[config.mk]
export PLATFORM = sky130hd
export DESIGN_NAME = pipe_hazard_ctrl
export DESIGN_NICKNAME = d
export VERILOG_FILES = /design/src/rtl/cpu_pipe_pkg.sv /design/src/rtl/fwd_select.sv /design/src/rtl/pipe_hazard_ctrl.sv
export SDC_FILE = /design/constraint.sdc
export NUM_CORES = 1
export LEC_CHECK = 0
export ABC_AREA = 1
export CAP_MARGIN = 15
export CORE_UTILIZATION = 52
export DETAILED_ROUTE_END_ITERATION = 6
export GPL_ROUTABILITY_DRIVEN = 1
export PLACE_DENSITY = 0.87
export SLEW_MARGIN = 25
export SYNTH_ARGS = -nofsm -noshare
export SYNTH_HDL_FRONTEND = slang
export SYNTH_HIERARCHICAL = 1
export SYNTH_SLANG_ARGS = --single-unit
export TNS_END_PERCENT = 1
[constraint.sdc]
create_clock -name clk -period 5 [get_ports clk]
set_clock_uncertainty 0.15 [all_clocks]
set_input_delay 0.75 -clock clk [delete_from_list [all_inputs] [get_ports clk]]
set_output_delay 0.75 -clock clk [all_outputs]
set_load 0.05 [all_outputs]
[src/rtl/cpu_pipe_pkg.sv]
// Shared types for the 16-bit CPU pipeline control: hazard FSM states,
// forwarding selects and the register-number width.
`timescale 1ns/1ps
package cpu_pipe_pkg;

    localparam int REGNUM_W = 3;

    typedef enum logic [1:0] {
        RUN     = 2'd0,
        LDSTALL = 2'd1,
        HALT    = 2'd2
    } hz_state_t;

    typedef enum logic [1:0] {
        FWD_REG = 2'b00,
        FWD_MEM = 2'b01,
        FWD_WB  = 2'b10
    } fwd_sel_t;

    // True when an instruction that really reads src_num depends on the writer.
    function automatic logic reg_dep(input logic uses, input logic [REGNUM_W-1:0] src_num,
                                     input logic [REGNUM_W-1:0] dst_num);
        return uses && (src_num == dst_num);
    endfunction

endpackage

[src/rtl/fwd_select.sv]
// Operand forwarding comparator for one EX source operand; MEM wins over WB.
`timescale 1ns/1ps
module fwd_select
    import cpu_pipe_pkg::*;
(
    input  logic [REGNUM_W-1:0] src_num,
    input  logic [REGNUM_W-1:0] mem_rd_num,
    input  logic                mem_write,
    input  logic [REGNUM_W-1:0] wb_rd_num,
    input  logic                wb_write,
    output fwd_sel_t            sel
);

    always_comb begin
        sel = FWD_REG;
        if (mem_write && (mem_rd_num == src_num)) begin
            sel = FWD_MEM;
        end else if (wb_write && (wb_rd_num == src_num)) begin
            sel = FWD_WB;
        end
    end

endmodule

[src/rtl/pipe_hazard_ctrl.sv]
// Hazard controller: stall/flush for IF/ID and ID/EX, load-use bubble sequencing,
// memory-busy freeze, halt, EX forwarding selects and saturating perf counters.
`timescale 1ns/1ps
module pipe_hazard_ctrl
    import cpu_pipe_pkg::*;
#(
    parameter int LOAD_USE_STALLS = 1,
    parameter int CNT_W           = 16
) (
    input  logic                clk,
    input  logic                reset,
    input  logic [REGNUM_W-1:0] idRnNum,
    input  logic [REGNUM_W-1:0] idRmNum,
    input  logic                idUsesRn,
    input  logic                idUsesRm,
    input  logic [REGNUM_W-1:0] exRnNum,
    input  logic [REGNUM_W-1:0] exRmNum,
    input  logic [REGNUM_W-1:0] exRdNum,
    input  logic                exWrite,
    input  logic                exIsLoad,
    input  logic                branchTakenE,
    input  logic                haltE,
    input  logic [REGNUM_W-1:0] memRdNum,
    input  logic                memWrite,
    input  logic                memBusy,
    input  logic [REGNUM_W-1:0] wbRdNum,
    input  logic                wbWrite,
    output logic                stallF,
    output logic                stallD,
    output logic                stallE,
    output logic                flushD,
    output logic                flushE,
    output fwd_sel_t            fwdA,
    output fwd_sel_t            fwdB,
    output logic                halted,
    output logic [CNT_W-1:0]    stallCycles,
    output logic [CNT_W-1:0]    flushCount,
    output hz_state_t           dbg_state
);

    // The first bubble is issued from RUN, so LDSTALL covers the remaining ones.
    localparam logic [3:0] LD_INIT = (LOAD_USE_STALLS > 1) ? 4'(LOAD_USE_STALLS - 2) : 4'd0;

    hz_state_t  state, nxt_state;
    logic [3:0] ld_cnt, nxt_cnt;
    logic       stall_f, stall_d, stall_e, flush_d, flush_e;
    logic       load_use;
    fwd_sel_t   fwd_a, fwd_b;

    assign load_use = exIsLoad && exWrite &&
                      (reg_dep(idUsesRn, idRnNum, exRdNum) || reg_dep(idUsesRm, idRmNum, exRdNum));

    always_comb begin
        stall_f   = 1'b0;
        stall_d   = 1'b0;
        stall_e   = 1'b0;
        flush_d   = 1'b0;
        flush_e   = 1'b0;
        nxt_state = state;
        nxt_cnt   = ld_cnt;
        if (state == HALT) begin
            stall_f = 1'b1;
            stall_d = 1'b1;
            flush_e = 1'b1;
        end else if (haltE) begin
            stall_f   = 1'b1;
            stall_d   = 1'b1;
            flush_e   = 1'b1;
            nxt_state = HALT;
        end else if (memBusy) begin
            stall_f = 1'b1;
            stall_d = 1'b1;
            stall_e = 1'b1;
        end else if (branchTakenE) begin
            flush_d   = 1'b1;
            flush_e   = 1'b1;
            nxt_state = RUN;
        end else if (state == LDSTALL) begin
            stall_f = 1'b1;
            stall_d = 1'b1;
            flush_e = 1'b1;
            if (ld_cnt == 4'd0) nxt_state = RUN;
            else                nxt_cnt   = ld_cnt - 4'd1;
        end else if (load_use) begin
            stall_f = 1'b1;
            stall_d = 1'b1;
            flush_e = 1'b1;
            if (LOAD_USE_STALLS > 1) begin
                nxt_state = LDSTALL;
                nxt_cnt   = LD_INIT;
            end
        end
    end

    always_ff @(posedge clk or posedge reset) begin
        if (reset) begin
            state       <= RUN;
            ld_cnt      <= 4'd0;
            stallCycles <= '0;
            flushCount  <= '0;
        end else begin
            state  <= nxt_state;
            ld_cnt <= nxt_cnt;
            if (stall_d && (stallCycles != '1)) stallCycles <= stallCycles + CNT_W'(1);
            if ((flush_d || flush_e) && !memBusy && (flushCount != '1))
                flushCount <= flushCount + CNT_W'(1);
        end
    end

    fwd_select u_fwd_rn (
        .src_num    (exRnNum),
        .mem_rd_num (memRdNum),
        .mem_write  (memWrite),
        .wb_rd_num  (wbRdNum),
        .wb_write   (wbWrite),
        .sel        (fwd_a)
    );

    fwd_select u_fwd_rm (
        .src_num    (exRmNum),
        .mem_rd_num (memRdNum),
        .mem_write  (memWrite),
        .wb_rd_num  (wbRdNum),
        .wb_write   (wbWrite),
        .sel        (fwd_b)
    );

    // Outputs are forced quiet while reset is held, independent of the inputs.
    assign stallF    = stall_f & ~reset;
    assign stallD    = stall_d & ~reset;
    assign stallE    = stall_e & ~reset;
    assign flushD    = flush_d & ~reset;
    assign flushE    = flush_e & ~reset;
    assign fwdA      = reset ? FWD_REG : fwd_a;
    assign fwdB      = reset ? FWD_REG : fwd_b;
    assign halted    = (state == HALT);
    assign dbg_state = state;

endmodule

==> key figures, run 1 <==
Logic synthesis
  – FF+latch count, synth: 33
  – Async SR Flop Fraction: 1.00
  – Seq/Total Area, Yosys: 0.325
  – Synth top cells by count: 134 x nand2_1, 43 x inv_1, 33 x dfrtp_1, 28 x nor2_1, 27 x nand3_1
  – Syn_area_per_cell: 6.68 um2
  – Post-synthesis net count: 415
  – Most frequent cell after synthesis: nand2_1
  – Synth warn: 6
  – Biggest area consumer among synthesized cells: dfrtp_1
  – Syn Inst Count: 381
  – EDFF count, synth: 0
  – Synth area leaders: dfrtp_1 32%, nand2_1 20%, inv_1 6.3%, nand4_1 5.7%, xnor2_1 5.5%
  – Post-synthesis instance area: 2540 um2
  – Synth unique cells: 30
  – Ys flop type: dfrtp_1
  – Synth top area share: 0.325

Timing
  – Max_slew headroom: 0.562
  – Final slew viol count: 0
  – Setup Viol. Count Final: 0
  – Fin crit share: 0.828
  – Setup_tns: 0 ps
  – F_max: 242 MHz
  – Final Hold Viols: 0
  – Slew @ Worst Pin: 656 ps
  – Unrepaired setup endpoints after global routing: no
  – Min Tclk post-route: 4140 ps

Layout
  – Share of post-route cells with drive strength above 1: 0.0802
  – ANT cells: 0
  – Final Cell Area: 3370 um2
  – Fillcell total: 391
  – Layout area overhead: 32.6%
  – Layout Nets: 484

Worst setup path
  – CP required: 4100 ps
  – Max FO, Critical Path: 13
  – Crit path DAT: 3240 ps
  – Crit start category: primary input
  – Kind of critical path: in2out
  – Crit end category: output port

Floorplan
  – Die W: 71.9 um
  – I/O pin count: 76
  – CORE AREA: 4720 um2
  – Initial Util: 0.539
  – Num rows: 25
  – Die area: 5180 um2
  – Die height: 71.9 um

Hold path
  – Hold Path Class: reg2reg

CTS
  – Setup Buffers After CTS: 0
  – Hold Buf Count CTS: 0
  – Inserted Clock Buffers: 5
  – Worst-Skew Late Latency: 280 ps
  – Root buffer cell: clkbuf_8
  – TritonCTS Sinks: 33
  – Clock buffer depth: 2
  – CTS tree: yes
  – Post-cts sizing count: 0
  – H-tree levels: 2
  – Clock slew at reported path FFs: 70 ps

Power
  – Switch share: 0.358
  – Clock network power share: 0.258
  – Pwr dens: 213 nW/um2
  – Combinational share of power: 0.309
  – Pint: 0.462 mW
  – Leakage: 1.61 nW
  – Peak supply drop: 0.159 mV
  – Part of the power in registers: 0.433
  – Net switching power: 0.257 mW

GRT
  – Global route overflow: 0
  – Largest net degree at the start of global routing: 34
  – Initial antenna violation count: 0
  – Gr usage total: 0.254
  – Vias in the first global route: 2415
  – Global-route wire length before repair: 10500 um

Detailed routing
  – Antenna viol nets, final: 0
  – Pre-antenna DRT Iters: 6
  – WL per Instance: 12.0 um
  – Met3 WL: 276 um
  – Top layer in use: met4
  – Met1 wire length: 2730 um
  – Via Count: 2576
  – Detailed router's first-iteration violation count: 169
  – DRC: 2
  – Via/cell ratio: 4.99
  – Routed WL: 6210 um
  – Routed wl met2: 3120 um

Placed design
  – Post-placement cell area: 3300 um2
  – Routability Congestion: 0.888
  – # port buffers: 74
  – Post-DP HPWL: 4630 um

Run status
  – Status: complete, but fails checks
  – Violated checks: design-rule violations

Flow run
  – Maxcap violations: 0
[layout by cell type, fill, tap and decap left out]
cell             instances
nand3_1                 27
nor2_1                  28
xor2_1                  12
inv_1                   43
nand2_4                  1
xnor2_1                 16
nand4_1                 23
o21ai_0                  1
and3_1                   1
nand2_2                  5
nand3_4                  2
nor4_1                   1
inv_2                   11
nand3b_1                 2
a21oi_1                  1
buf_4                    1
nor2_4                   3
clkinv_2                 1
dfrtp_1                 33
clkdlybuf4s50_1         74
o21ai_2                  1
nor4_2                   1
nand2_1                134
clkbuf_8                 5
ha_1                     2
a21oi_2                  2
nor3_1                  10
nor2_2                   3
conb_1                   1
o21ai_1                  4
[critical path, cell delays in order]
cell             delay [ps]
clkdlybuf4s50_1         520
inv_1                    50
nand2_1                  50
nand2_1                  50
nor2_1                   80
nand2_1                  60
nand2_1                  60
nand2_1                  80
o21ai_2                 480
inv_2                    40
nor2_1                  160
clkdlybuf4s50_1         860
[sequential cells by signal, summed over array words and instances, names as in the netlist]
name	flops
dbg_state	1
stallCycles	16
flushCount	16
[layer usage]
metal,up-vias,track usage
met5,-,0
met4,0,0.0741
met3,11,0.0417
met2,66,0.458
met1,1174,0.311
li1,1325,-
[power groups by stage]
stage / Sequential [mW] / Clock (mW) / Combinational (mW)
after floorplan: 0.371 / 0 / 0.0840
after global placement: 0.315 / 0 / 0.219
after detailed placement: 0.315 / 0 / 0.223
after CTS: 0.311 / 0.188 / 0.224
after global routing: 0.314 / 0.198 / 0.240
final: 0.312 / 0.185 / 0.223
[stage by stage]
| step | cells | setup slack, ps | hold WS (ps) | utilization | total power, mW |
|---|---|---|---|---|---|
| 4_1_cts | 516 | 850 | 388 | 0.714 | 0.722 |
| 5_1_grt | 516 | 649 | 416 | 0.714 | 0.752 |
| 6_report | 516 | 862 | 384 | 0.714 | 0.720 |
| 3_5_place_dp | 510 | 855 | 372 | 0.698 | 0.538 |
| 2_1_floorplan | 381 | 1600 | 611 | - | 0.455 |
| 3_3_place_gp | 510 | 980 | 331 | 0.698 | 0.533 |
[cells by family (layout without fill, tap and decap cells)]
group           after synthesis  after routing  share of synthesized area
buf+inv                      67            135                      0.110
flops                        33             33                      0.325
simple gates                241            241                      0.435
fa+ha+maj                     2              2                    0.00984
compound gates                9              9                     0.0221
xor+xnor                     28             28                     0.0964
other cells                   1              1                    0.00147
[final timing paths]
check | from | endpoint | slack, ps | cells past startpoint
min | flushCount[15] | flushCount[15] | 380 | 2
min reg2reg | flushCount[15] | flushCount[15] | 380 | 2
max reg2reg | stallCycles[0] | stallCycles[4] | 2430 | 7
min in group asynchronous | reset | flushCount[8] | 950 | 3
max in group asynchronous | reset | stallCycles[15] | 3460 | 3
max | exRdNum[1] | stallD | 860 | 12
[cell type report]
cell class / instances / area [um2] / area share
multi-input combinational: 281 / 1440 / 0.426
inverter: 54 / 203 / 0.0601
timing repair buffer: 75 / 748 / 0.222
sequential: 33 / 826 / 0.245
clock buffer: 5 / 68.8 / 0.0204
tap: 67 / 83.8 / 0.0249
clock inverter: 1 / 5.00 / 0.00148
(Power assumes the default switching activity.)
==> inputs of run 2 (changes only) <==
--- a/config.mk
+++ b/config.mk
@@ -7,10 +7,10 @@
 export LEC_CHECK = 0
 export ABC_AREA = 1
 export CAP_MARGIN = 15
-export CORE_UTILIZATION = 52
+export CORE_UTILIZATION = 43
 export DETAILED_ROUTE_END_ITERATION = 6
 export GPL_ROUTABILITY_DRIVEN = 1
-export PLACE_DENSITY = 0.87
+export PLACE_DENSITY = 0.77
 export SLEW_MARGIN = 25
 export SYNTH_ARGS = -nofsm -noshare
 export SYNTH_HDL_FRONTEND = slang
==> constraint.sdc (replaced) <==
create_clock -name clk -period 3.46 [get_ports clk]
set_clock_uncertainty 0.15 [all_clocks]
set_input_delay 0.519 -clock clk [delete_from_list [all_inputs] [get_ports clk]]
set_output_delay 0.519 -clock clk [all_outputs]
set_load 0.05 [all_outputs]
==> key figures, run 2 (synthesized netlist as in run 1, its figures left out) <==
Run status
  – Status: finished clean

CTS
  – TritonCTS Sinks: 33 (unchanged)
  – Worst-Skew Late Latency: 300 ps (+20 ps)
  – Clock buffer depth: 2 (unchanged)
  – Root buffer cell: clkbuf_8
  – Clock slew at reported path FFs: 80 ps (about the same)
  – H-tree levels: 2 (unchanged)
  – Inserted Clock Buffers: 5 (unchanged)
  – Setup Buffers After CTS: 0 (unchanged)
  – Post-cts sizing count: 0 (unchanged)
  – Hold Buf Count CTS: 0 (unchanged)
  – CTS tree: yes

Timing
  – Min Tclk post-route: 3100 ps
  – Setup Viol. Count Final: 0 (unchanged)
  – Setup_tns: 0 ps (unchanged)
  – Slew @ Worst Pin: 661 ps (+5.30 ps)
  – F_max: 322 MHz
  – Fin crit share: 0.896
  – Max_slew headroom: 0.558 (-0.00354)
  – Final slew viol count: 0 (unchanged)
  – Final setup margin: 358 ps (-504 ps)
  – Unrepaired setup endpoints after global routing: no
  – Final Hold Viols: 0 (unchanged)

Placed design
  – Inst Count DP: 518 (+1.6%)
  – Worst slack, placed: 365 ps (-490 ps)
  – Routability Congestion: 0.920 (+3.6%)
  – # port buffers: 74 (unchanged)
  – Post-DP HPWL: 4830 um (+4.1%)

Worst setup path
  – Critical-path top delay cell: clkdlybuf4s50_1
  – Crit path DAT: 2430 ps (-810 ps)
  – Kind of critical path: in2out
  – Critical Path Start: memRdNum[0]
  – CP required: 2790 ps (-1310 ps)
  – Crit start category: primary input
  – RR Startpoint: stallCycles[0]
  – Max FO, Critical Path: 4 (-9)
  – CP peak stage delay: 810 ps (-50 ps)
  – CP cell instances: clkdlybuf4s50_1 -> inv_1 -> nand2_1 -> nand3_1 -> nor2_4 -> inv_1 -> nor2_1 -> clkdlybuf4s50_1
  – Crit end category: output port

Detailed routing
  – Via Count: 2601 (+0.97%)
  – WL per Instance: 11.9 um (-1.0%)
  – Detailed router's first-iteration violation count: 131 (-22%)
  – Antenna viol nets, final: 0 (unchanged)
  – Via/cell ratio: 4.94 (-0.95%)
  – Pre-antenna DRT Iters: 4 (-2)
  – Routed WL: 6270 um (+0.89%)
  – DRC: 0 (-2)

GRT
  – Initial antenna violation count: 0 (unchanged)
  – Gr usage total: 0.219 (-0.0349)
  – Global route overflow: 0 (unchanged)
  – Largest net degree at the start of global routing: 22 (-35%)
  – Global-route wire length before repair: 10800 um (+2.7%)
  – Vias in the first global route: 2570 (+6.4%)

Layout
  – Most frequent cells in the layout: 134 x nand2_1, 71 x clkdlybuf4s50_1, 43 x inv_1
  – Most common cell after layout, fill and taps aside: nand2_1
  – Layout area overhead: 34.9%
  – Fillcell total: 556 (+42%)
  – Layout Nets: 487 (+0.62%)
  – ANT cells: 0 (unchanged)
  – Filler-free cell count of the finished design: 526 (+1.9%)
  – Share of post-route cells with drive strength above 1: 0.0969 (+0.0167)

Floorplan
  – Initial Util: 0.454 (-0.0850)
  – Die area: 6230 um2 (+20%)
  – Die height: 78.9 um (+9.7%)
  – CORE AREA: 5610 um2 (+19%)
  – Die W: 78.9 um (+9.7%)
  – I/O pin count: 76 (unchanged)
  – Num rows: 27 (+8.0%)

Hold path
  – Hold Crit Start: flushCount[15]
  – Hold Path Class: reg2reg

Power
  – Leakage: 1.63 nW (+1.8%)
  – Pwr dens: 312 nW/um2 (+46%)
  – Peak supply drop: 0.288 mV (+82%)
  – Tot Pwr: 1.07 mW (+49%)

Flow run
  – Maxcap violations: 0 (unchanged)
-- run 2: cell type report --
cell class | count | area (um2) | area share
multi-input combinational | 281 | 1440 | 0.419
sequential | 33 | 826 | 0.241
inverter | 54 | 203 | 0.0591
tap | 72 | 90.1 | 0.0263
clock inverter | 3 | 17.5 | 0.00511
clock buffer | 5 | 68.8 | 0.0201
timing repair buffer | 78 | 788 | 0.230
-- run 2: final timing paths --
kind,to,slack (ps),cells past startpoint
hold reg to reg,flushCount[15],370,2
hold / removal,flushCount[15],370,2
setup / recovery,fwdA[0],360,8
min in group asynchronous,dbg_state[1],630,2
setup reg to reg,stallCycles[15],1400,7
max in group asynchronous,stallCycles[15],1860,3
-- run 2: worst max-delay path: cells and delay by family --
kind	cells	cell delay (ps)
simple gates	4	420
buf+inv	4	1490
-- run 2: layer usage --
layer  track usage  vias up  share of wire
met3        0.0391       16          0.034
met4         0.102        0          0.025
met2         0.406       53           0.52
met1         0.240     1196           0.42
li1              -     1336              -
met5             0        -              0
-- run 2: where the power goes --
group	internal, mW	leakage (nW)	switching, mW	total [mW]
registers	0.410	0.435	0.0381	0.448
clock network	0.139	0.0439	0.161	0.299
logic	0.128	1.16	0.196	0.324
-- run 2: stage by stage --
stage	cell area [um2]	util	hold slack, ps
2_1_floorplan	2540	-	484
3_3_place_gp	3340	0.596	333
3_5_place_dp	3340	0.596	351
4_1_cts	3430	0.612	370
5_1_grt	3430	0.612	416
6_report	3430	0.612	369
==> inputs of run 3 (changes only) <==
--- a/config.mk
+++ b/config.mk
@@ -7,6 +7,7 @@
 export LEC_CHECK = 0
 export ABC_AREA = 1
 export CAP_MARGIN = 15
+export CORE_MARGIN = 1
 export CORE_UTILIZATION = 43
 export DETAILED_ROUTE_END_ITERATION = 6
 export GPL_ROUTABILITY_DRIVEN = 1
==> results of run 3 <==
Same layout as run 2: the final DEF is identical, and so are final timing and power.
